`src/rtl/icache_pkg.sv`:
```
// Shared types, default geometry and address-field helpers for the instruction cache.
// No logic of its own; all helpers are pure combinational functions.
// Field widths default to a 16-line, 4-word-per-line cache of 32-bit words.
package icache_pkg;

    typedef enum logic {
        IDLE   = 1'b0,
        REFILL = 1'b1
    } state_e;

    localparam int LINES_DEF  = 16;
    localparam int WORDS_DEF  = 4;
    localparam int WORD_BITS  = $clog2(WORDS_DEF);
    localparam int INDEX_BITS = $clog2(LINES_DEF);
    localparam int TAG_BITS   = 32 - 2 - WORD_BITS - INDEX_BITS;

    // Word-within-line field: the bits just above the byte offset.
    function automatic logic [31:0] pc_word(input logic [31:0] pc, input int wb);
        return (pc >> 2) & ((32'd1 << wb) - 32'd1);
    endfunction

    // Line index field: the bits above the word field.
    function automatic logic [31:0] pc_index(input logic [31:0] pc, input int wb, input int ib);
        return (pc >> (2 + wb)) & ((32'd1 << ib) - 32'd1);
    endfunction

    // Tag field: everything above the index.
    function automatic logic [31:0] pc_tag(input logic [31:0] pc, input int wb, input int ib);
        return pc >> (2 + wb + ib);
    endfunction

endpackage

```
`src/rtl/icache_if.sv`:
```
// Fetch-side and memory-side signals of the instruction cache bundled together.
// No latency of its own; pure wiring.
// Memory side is a req/ack word handshake: requester holds req/addr until ack.
interface icache_if;
    logic [31:0] PCF;
    logic        Invalidate;
    logic [31:0] InstrF;
    logic        MissF;
    logic        MemReq;
    logic [31:0] MemAddr;
    logic        MemAck;
    logic [31:0] MemRData;

    // Cache side
    modport slave (
        input  PCF, Invalidate, MemAck, MemRData,
        output InstrF, MissF, MemReq, MemAddr
    );

    // Fetch stage plus instruction memory side
    modport master (
        output PCF, Invalidate, MemAck, MemRData,
        input  InstrF, MissF, MemReq, MemAddr
    );
endinterface

```
`src/rtl/icache_store.sv`:
```
// Valid/tag/data arrays of the direct-mapped instruction cache.
// Read port is combinational (0 cycles); writes land on the next rising edge.
// No backpressure: one write per cycle is always accepted.
module icache_store
    import icache_pkg::*;
#(
    parameter int LINES = 1 << INDEX_BITS,
    parameter int WORDS = 1 << WORD_BITS,
    parameter int TBITS = TAG_BITS
) (
    input  logic                     clk,
    input  logic                     reset,
    // combinational read port
    input  logic [$clog2(LINES)-1:0] rd_index,
    input  logic [$clog2(WORDS)-1:0] rd_word,
    output logic                     rd_valid,
    output logic [TBITS-1:0]         rd_tag,
    output logic [31:0]              rd_data,
    // single write port
    input  logic                     wr_en,
    input  logic [$clog2(LINES)-1:0] wr_index,
    input  logic [$clog2(WORDS)-1:0] wr_word,
    input  logic [31:0]              wr_data,
    input  logic                     tag_we,
    input  logic [TBITS-1:0]         wr_tag,
    input  logic                     set_valid,
    // valid maintenance
    input  logic                     clr_index_en,
    input  logic [$clog2(LINES)-1:0] clr_index,
    input  logic                     clr_all
);

    logic [LINES-1:0] valid_q, valid_d;
    logic [TBITS-1:0] tag_q  [LINES];
    logic [TBITS-1:0] tag_d  [LINES];
    logic [31:0]      data_q [LINES][WORDS];
    logic [31:0]      data_d [LINES][WORDS];

    assign rd_valid = valid_q[rd_index];
    assign rd_tag   = tag_q[rd_index];
    assign rd_data  = data_q[rd_index][rd_word];

    // Next-state of the arrays; a bulk clear overrides any per-line valid update.
    always_comb begin
        valid_d = valid_q;
        tag_d   = tag_q;
        data_d  = data_q;
        if (wr_en) begin
            data_d[wr_index][wr_word] = wr_data;
        end
        if (tag_we) begin
            tag_d[wr_index] = wr_tag;
        end
        if (clr_index_en) begin
            valid_d[clr_index] = 1'b0;
        end
        if (set_valid) begin
            valid_d[wr_index] = 1'b1;
        end
        if (clr_all) begin
            valid_d = '0;
        end
    end

    // Valid bits are the only array state that is reset.
    always_ff @(posedge clk) begin
        if (!reset) begin
            valid_q <= '0;
        end else begin
            valid_q <= valid_d;
        end
    end

    // Tag and data arrays carry no reset; validity alone guards their use.
    always_ff @(posedge clk) begin
        tag_q  <= tag_d;
        data_q <= data_d;
    end

endmodule

```
`src/rtl/icache.sv`:
```
// Direct-mapped read-only instruction cache with whole-line refill on miss.
// Hit: InstrF in the same cycle as PCF; miss: MissF for WORDS+1 cycles plus memory waits.
// Memory backpressure: MemReq/MemAddr held until MemAck; fetch stalled via MissF meanwhile.
module icache
    import icache_pkg::*;
#(
    parameter int LINES = 1 << INDEX_BITS,
    parameter int WORDS = 1 << WORD_BITS
) (
    input  logic    clk,
    input  logic    reset,
    icache_if.slave bus
);

    localparam int WB = $clog2(WORDS);
    localparam int IB = $clog2(LINES);
    localparam int TB = 30 - WB - IB;

    localparam logic [31:0]   LINE_MASK = 32'((WORDS * 4) - 1);
    localparam logic [WB-1:0] BEAT_LAST = WB'(WORDS - 1);

    // FSM and refill bookkeeping
    state_e        state_q, state_d;
    logic [WB-1:0] beat_q, beat_d;
    logic [31:0]   base_q, base_d;
    logic          pend_q, pend_d;
    logic          mem_req_q, mem_req_d;
    logic [31:0]   mem_addr_q, mem_addr_d;

    // Lookup fields of the presented PC
    logic [WB-1:0] pc_word_s;
    logic [IB-1:0] pc_index_s;
    logic [TB-1:0] pc_tag_s;
    logic [31:0]   line_base;

    // Store ports
    logic          rd_valid;
    logic [TB-1:0] rd_tag;
    logic [31:0]   rd_data;
    logic          st_wr_en;
    logic          st_tag_we;
    logic          st_set_valid;
    logic          st_clr_index_en;
    logic [IB-1:0] wr_index;
    logic [TB-1:0] wr_tag;

    // Combinational fetch outputs
    logic          miss_f;
    logic [31:0]   instr_f;

    assign pc_word_s  = WB'(pc_word(bus.PCF, WB));
    assign pc_index_s = IB'(pc_index(bus.PCF, WB, IB));
    assign pc_tag_s   = TB'(pc_tag(bus.PCF, WB, IB));
    assign line_base  = bus.PCF & ~LINE_MASK;

    // Refill writes always target the line latched at miss time, not the live PC.
    assign wr_index = IB'(pc_index(base_q, WB, IB));
    assign wr_tag   = TB'(pc_tag(base_q, WB, IB));

    icache_store #(
        .LINES (LINES),
        .WORDS (WORDS),
        .TBITS (TB)
    ) u_store (
        .clk          (clk),
        .reset        (reset),
        .rd_index     (pc_index_s),
        .rd_word      (pc_word_s),
        .rd_valid     (rd_valid),
        .rd_tag       (rd_tag),
        .rd_data      (rd_data),
        .wr_en        (st_wr_en),
        .wr_index     (wr_index),
        .wr_word      (beat_q),
        .wr_data      (bus.MemRData),
        .tag_we       (st_tag_we),
        .wr_tag       (wr_tag),
        .set_valid    (st_set_valid),
        .clr_index_en (st_clr_index_en),
        .clr_index    (pc_index_s),
        .clr_all      (bus.Invalidate)
    );

    // Lookup, miss detection and refill sequencing.
    always_comb begin
        state_d         = state_q;
        beat_d          = beat_q;
        base_d          = base_q;
        pend_d          = pend_q;
        mem_req_d       = mem_req_q;
        mem_addr_d      = mem_addr_q;
        st_wr_en        = 1'b0;
        st_tag_we       = 1'b0;
        st_set_valid    = 1'b0;
        st_clr_index_en = 1'b0;
        miss_f          = 1'b0;
        instr_f         = '0;
        case (state_q)
            IDLE: begin
                if (rd_valid && (rd_tag == pc_tag_s)) begin
                    instr_f = rd_data;
                end else begin
                    // The stale line is dropped now so a reset mid-refill leaves it invalid.
                    miss_f          = 1'b1;
                    base_d          = line_base;
                    beat_d          = '0;
                    st_clr_index_en = 1'b1;
                    mem_req_d       = 1'b1;
                    mem_addr_d      = line_base;
                    state_d         = REFILL;
                end
            end
            REFILL: begin
                miss_f = 1'b1;
                if (bus.Invalidate) begin
                    pend_d = 1'b1;
                end
                if (bus.MemAck) begin
                    st_wr_en = 1'b1;
                    if (beat_q == BEAT_LAST) begin
                        // An invalidate seen at any point of this refill keeps the line invalid.
                        st_tag_we    = 1'b1;
                        st_set_valid = !pend_q && !bus.Invalidate;
                        pend_d       = 1'b0;
                        mem_req_d    = 1'b0;
                        state_d      = IDLE;
                    end else begin
                        beat_d     = beat_q + WB'(1);
                        mem_addr_d = mem_addr_q + 32'd4;
                    end
                end
            end
            default: begin
                state_d = IDLE;
            end
        endcase
    end

    // Registered FSM state and memory request outputs.
    always_ff @(posedge clk) begin
        if (!reset) begin
            state_q    <= IDLE;
            beat_q     <= '0;
            base_q     <= '0;
            pend_q     <= 1'b0;
            mem_req_q  <= 1'b0;
            mem_addr_q <= '0;
        end else begin
            state_q    <= state_d;
            beat_q     <= beat_d;
            base_q     <= base_d;
            pend_q     <= pend_d;
            mem_req_q  <= mem_req_d;
            mem_addr_q <= mem_addr_d;
        end
    end

    assign bus.InstrF  = instr_f;
    assign bus.MissF   = miss_f;
    assign bus.MemReq  = mem_req_q;
    assign bus.MemAddr = mem_addr_q;

endmodule

```
`src/flat_wrapper.sv`:
```
// flat-port wrapper written by rule: the top's interface ports become plain ports
module icache_flat import icache_pkg::*;
#(
    parameter int LINES = 1 << INDEX_BITS,
    parameter int WORDS = 1 << WORD_BITS
)
  (clk, reset, bus_PCF, bus_Invalidate, bus_MemAck, bus_MemRData, bus_InstrF, bus_MissF, bus_MemReq, bus_MemAddr);
  icache_if bus_i ();
  input  logic clk;
  input  logic reset;
  input wire logic [$bits(bus_i.PCF)-1:0] bus_PCF;
  input wire logic [$bits(bus_i.Invalidate)-1:0] bus_Invalidate;
  input wire logic [$bits(bus_i.MemAck)-1:0] bus_MemAck;
  input wire logic [$bits(bus_i.MemRData)-1:0] bus_MemRData;
  output wire logic [$bits(bus_i.InstrF)-1:0] bus_InstrF;
  output wire logic [$bits(bus_i.MissF)-1:0] bus_MissF;
  output wire logic [$bits(bus_i.MemReq)-1:0] bus_MemReq;
  output wire logic [$bits(bus_i.MemAddr)-1:0] bus_MemAddr;
  assign bus_i.PCF = bus_PCF;
  assign bus_i.Invalidate = bus_Invalidate;
  assign bus_i.MemAck = bus_MemAck;
  assign bus_i.MemRData = bus_MemRData;
  assign bus_InstrF = bus_i.InstrF;
  assign bus_MissF = bus_i.MissF;
  assign bus_MemReq = bus_i.MemReq;
  assign bus_MemAddr = bus_i.MemAddr;
  icache #(.LINES(LINES), .WORDS(WORDS)) u_core (.clk(clk), .reset(reset), .bus(bus_i));
endmodule
```
`config.mk`:
```
export PLATFORM = sky130hd
export DESIGN_NAME = icache_flat
export DESIGN_NICKNAME = d
export VERILOG_FILES = /design/src/rtl/icache_pkg.sv /design/src/rtl/icache_if.sv /design/src/rtl/icache_store.sv /design/src/rtl/icache.sv /design/src/flat_wrapper.sv
export SDC_FILE = /design/constraint.sdc
export NUM_CORES = 2
export LEC_CHECK = 0
export ABC_AREA = 1
export BUFFER_PORTS_ARGS = -buffer_cell sky130_fd_sc_hd__clkbuf_2
export CORE_MARGIN = 2
export CORE_UTILIZATION = 50
export DETAILED_ROUTE_END_ITERATION = 16
export PLACE_DENSITY = 0.66
export SYNTH_ARGS = -nofsm -noshare
export SYNTH_HDL_FRONTEND = slang
export SYNTH_HIERARCHICAL = 1
export SYNTH_SLANG_ARGS = --single-unit
export TNS_END_PERCENT = 50
```
`constraint.sdc`:
```
create_clock -name clk -period 4.6 [get_ports clk]
set_input_delay 0.23 -clock clk [delete_from_list [all_inputs] [get_ports clk]]
set_output_delay 0.23 -clock clk [all_outputs]
set_load 0.01 [all_outputs]
```
After elaboration in Yosys (flattened, before gate mapping)
Cells that the tools add are included.
{ "totals": {"regBits": 2513, "latchBits": 0, "ramBits": 0, "rom_bits": 0, "in_bits": 68, "output_inout_bits": 66, "n_memories": 0} }
{ "classes": {"add_sub_neg": 2, "n_mul": 0, "n_div": 0, "magnitude_cmp": 10, "n_eq_ne": 6, "n_shift": 0, "n_mux": 56, "bitwise": 10, "reduce_logical": 12} }
{ "op_table": {"columns": ["op", "count"], "rows": [
  ["$bwmux W2048", 1],
  ["$bmux W128 S4", 1],
  ["$demux W128 S4", 1],
  ["$bwmux W384", 1],
  ["$mux W128", 3],
  ["$mux W32", 8],
  ["$bmux W24 S4", 1],
  ["$demux W24 S4", 1],
  ["$mux W24", 3],
  ["$bmux W32 S2", 1],
  ["$demux W32 S2", 1],
  ["$pmux W32 S2", 1],
  ["$add A32 B3 Y32 const B", 1],
  ["$mux W16", 2],
  ["$eq A24 B24 Y1", 1],
  ["$mux W1", 21],
  ["$and A16 B16 Y16", 1],
  ["$not A16 Y16", 1],
  ["$or A16 B16 Y16", 1],
  ["$ge A5 B5 Y1 const B", 2],
  ["$lt A4 B5 Y1 const B", 2],
  ["$not A4 Y5", 2],
  ["$demux W1 S4", 2],
  ["$ge A4 B1 Y1 const B", 2],
  ["17 further kinds", 35]
]} }

Depth between registers and ports, before layout
{ "logic_depth": {"word_depth": 11, "ltp_mapped": 26, "ltp_nobuf": 21} }

By module
The synthesis kept the hierarchy.
{ "modules_own_cells": {"columns": ["module", "n_inst", "cells_per_inst", "area_each_um2", "seq_area_each_um2"], "rows": [
  ["icache_store", 1, 7977, 98482.0, 73350.3],
  ["icache", 1, 712, 4170.2, 1261.2]
]} }

Worst setup path before layout
No wires, ideal clock.
{ "synth_path": {"kind": "reg-to-reg", "start": "register u_core.state_q", "end": "register u_core/u_store/data_q[0] (netlist name), enable pin", "setup_time_ns": 0.421, "arrival_ns": 2.445, "required_ns": 4.179, "setup_slack_ns": 1.734, "stages_incl_launch_ff": 7, "path_buffers": 2, "period_less_slack_ns": 2.866, "path_cell_list": "dfxtp_1 > buf_2 > nand2_1 > inv_1 > nand3_1 > clkbuf_1 > nor2_1"} }
{ "synth_via": {"elab_chain_len": 1} }
{ "synth_rtl": {"columns": ["element", "line", "text"], "rows": [
  ["start, declared", "icache.sv:23", "state_e state_q, state_d;"],
  ["start signal, assigned", "icache.sv:149", "state_q <= state_d;"],
  ["$mux W1", "icache.sv:98", "case (state_q)"],
  ["named net u_core.st_wr_en", "icache.sv:40", "logic st_wr_en;"],
  ["end signal, assigned", "icache_store.sv:77", "data_q <= data_d;"],
  ["end, declared", "icache_store.sv:36", "logic [31:0] data_q [LINES][WORDS];"]
]} }
The timed path passes the listed nets, and every way through them passes these cells.
A chain may end at the register's enable or synchronous reset.

Worst setup path in the final report
{ "layout_path": {"start": "input bus_PCF[7]", "end": "output bus_InstrF[29]"} }
{ "layout_rtl": {"columns": ["element", "line", "text"], "rows": [
  ["start, declared", "flat_wrapper.sv:11", "input wire logic [$bits(bus_i.PCF)-1:0] bus_PCF;"],
  ["$not A4 Y5 (not written as such)", "icache_store.sv:40", "assign rd_tag = tag_q[rd_index];"],
  ["$bmux W24 S4", "icache_store.sv:40", null],
  ["$mux W24 (not written as such) (2 in series)", "icache_store.sv:40", null],
  ["named net u_core.rd_tag[23]", "icache.sv:38", "logic [TB-1:0] rd_tag;"],
  ["$eq A24 B24 Y1", "icache.sv:100", "if (rd_valid && (rd_tag == pc_tag_s)) begin"],
  ["$logic_and A1 B1 Y1", "icache.sv:100", null],
  ["$mux W32", "icache.sv:100", null],
  ["$mux W32", "icache.sv:98", null],
  ["end, declared", "flat_wrapper.sv:15", "output wire logic [$bits(bus_i.InstrF)-1:0] bus_InstrF;"]
]} }
The timed path passes the listed nets, and every way through them passes these cells. The select of a mux whose other input is x is not followed.

==> out/qor.csv <==
metric;value;unit
CP Data Required Time;4370;ps
RR Startpoint;u_core/state_q;
row cnt;166;
Worst Hold End;u_core/u_store/data_q[1607];
grt total ovfl;0;
Die W;457;um
CTS Sinks;2511;
Post-Synthesis Cells;8689;
WL per Instance;24.9;um
Syn-to-layout area delta;11.7;%
Worst Setup End Kind;primary output;
static leakage;40.2;nW
outcome;complete, no violations;
Total Wirelength;291;mm
Clock Tree Root;clkbuf_16;
final std cells w/o fill;11700;
endpoints failing setup;0;
Netlist Area Pre-Place;0.103;mm^2
Iteration-0 DRC Markers;9758;
worst vdd ir;0.000421;V
DRC;0;
Setup Fix Bufs, Post-CTS;0;
main area contributors after synthesis;edfxtp_1 71%, nand3_1 9.5%, nand2_1 9.4%, nor2_1 1.6%, dfxtp_1 1.5%;
top cell type by total area after synthesis;edfxtp_1;
vias in the first global route;64900;
total track usage;27.2;%
hold path startpoint;bus_MemRData[7];
Core Region;0.204;mm^2
Final Cycle Share;90.3;%
reg2reg end;u_core/base_q[25];
Netlist cell types;42;
initial antenna violation count;8;
first-pass GRT wire length;424;mm
layout cells sized above 1;8.80;%
Die Area;0.209;mm^2
Max Cap Violations;0;
Crit path largest cell delay;540;ps
clk_lat worst skew;930;ps
Vias/cell;5.94;
Placed Instances;11100;
Synth top area share;71.1;%
CP dominant cell by count;nor2_1;
crit-path max FO;33;
max_slew headroom;15.9;%
critical path class;in -> out;
depth of the worst register-to-register path;7;
r2r setup slk;1060;ps
Initial Util;50.2;%
RSZ-0062 raised after global routing;false;
crit path cell chain;dlygate4sd3_1, clkbuf_8, buf_4, o211ai_1, nand2_1, inv_1, a21boi_1, nand2_1, nor2_1, nand2_1, nor2_1, nand2_2, nor2_1, inv_2, buf_4, nor2_1, clkbuf_2;
Clock Skews;70.1;ps
Worst Tran Pin Value;1260;ps
I/O Buffers;129;
Clock transition at path regs;60;ps
Final ANT Viol Nets;0;
Avg Inst Size Synth;11.8;um^2
Worst path slowest cell;buf_4;
sequential area share after synthesis;72.7;%
Worst Hold Class;in -> reg;
gpl congestion;0.893;
Die Y;457;um
CTS tree;done;
setup TNS;0;ps
Yosys reg bits;2511;
Pins Over Slew Limit;0;
nets;8875;
CTS Buf Count;275;
Final Hold Fails;0;
fin crit period;4150;ps
hpwl dp;152;mm
critical path arrival;3920;ps
CTS H-tree lvls;5;
Startpoint Class;input pin;
FMAX;241;MHz
Yosys warning count;6;
Power Dens Cells;423;mW/mm^2
Max clock buf depth;4;
vias post-DR;69400;
Hold Crit Depth;2;
I/O Pins;134;
largest net degree at the start of global routing;188;
Pre-antenna DRT Iters;7;
[worst max path at each step]
stage	start	to	slack, ps	cells after the start
2_1_floorplan	u_core/state_q	u_core/u_store/data_q[0]	1730	6
3_3_place_gp	bus_PCF[5]	bus_InstrF[23]	590	19
3_5_place_dp	bus_PCF[5]	bus_InstrF[31]	540	19
4_1_cts	bus_PCF[6]	bus_InstrF[16]	430	17
5_1_grt	bus_PCF[4]	bus_InstrF[27]	190	18
6_report	bus_PCF[7]	bus_InstrF[29]	450	17
[worst max-delay path: cells and delay by family]
| family | cells | cell delay (ps) |
|---|---|---|
| AO/OA/AOI/OAI | 2 | 290 |
| AND/OR/NAND/NOR | 8 | 990 |
| buffers and inverters | 7 | 2310 |
[sequential cells by signal, indices dropped and copies added, names as in the netlist]
| signal | cells |
|---|---|
| u_core/u_store/valid_q | 16 |
| u_core/bus.MemAddr | 30 |
| u_core/bus.MemReq | 1 |
| u_core/state_q | 1 |
| u_core/u_store/data_q | 2048 |
| u_core/u_store/tag_q | 384 |
| u_core/beat_q | 2 |
| u_core/pend_q | 1 |
| u_core/base_q | 28 |
[per-stage QoR]
step                hold WS (ps)  power [mW]  util, %  setup slack (ps)  instance area, um^2
global route                40.1        49.7     56.1               194               115000
floorplan                    329        27.4        -              1730               103000
finish                      42.0        48.5     56.1               447               115000
global placement             455        28.5     51.8               591               106000
detailed placement           466        28.6     51.8               539               106000
CTS                         1.05        48.6     56.1               434               115000
[final cells by class]
class | count | area, um^2
repair buffers | 406 | 3320
clock buffers | 361 | 7430
clock inverters | 101 | 643
fillers | 16500 | 89700
inverters | 125 | 527
well taps | 2688 | 3360
multi-input cells | 5486 | 24700
diodes | 2 | 5.00
flip-flops and latches | 2511 | 74600
[report_power, final]
group	switching, mW	total (mW)	leakage, nW	internal (mW)
Combinational	2.20	2.96	13.6	0.754
Sequential	0.0997	25.3	22.6	25.2
Clock	8.55	20.2	3.95	11.7
Total	10.9	48.5	40.2	37.6
[synth_stat cells (all sizes together)]
master,number
buf,465
nand3b,4
o211ai,15
o21bai,2
nand2,2577
nand4,3
edfxtp,2432
o22ai,61
xnor2,6
nor3b,1
o21ai,293
nor2,456
o221ai,38
xor2,6
nor3,1
o31ai,4
conb,1
dfxtp,79
or2,6
clkinv,2
nand3,1953
clkbuf,103
a21oi,55
ha,2
a21boi,1
inv,123
[cell families (layout without fill, tap and decap cells)]
logic type / after synthesis / in the layout / synth area share (%)
other: 1 / 4 / 0.00365
DFF: 2511 / 2511 / 72.7
and+or+nand+nor: 5001 / 5001 / 20.8
AOI/OAI and AO/OA: 469 / 469 / 2.56
xor gates and xnor gates: 12 / 12 / 0.102
adders and majority gates: 2 / 2 / 0.0244
buffers and inverters: 693 / 993 / 3.84
[per-layer routing]
metal / global-route usage, % / vias up / routed length (um)
met5: 0 / - / 0
met4: 11.8 / 0 / 12700
met3: 4.19 / 649 / 28400
met2: 43.2 / 3762 / 136000
met1: 37.4 / 34000 / 113000
li1: - / 31000 / -
[layout by cell type, fill, tap and decap left out, types with 29 or more instances in the layout]
cell type and instances:
dlygate4sd3_1 72, clkinv_2 29, a21oi_1 52, dfxtp_1 79, nand2_1 2573, o21ai_0 273
edfxtp_1 2432, nor2_4 82, o22ai_1 61, clkbuf_1 72, clkbuf_2 124, buf_4 176
clkbuf_16 283, clkinv_1 57, nor2_1 361, o221ai_1 38, nand3_1 1947, inv_1 116
buf_12 30
[what timing repair did]
item                      in CTS  in global routing
gates resized for setup        0                  0
hold endpoints to repair     615                  0
hold buffers                  72                  0
Note: power is estimated with default switching activity, not from simulation.
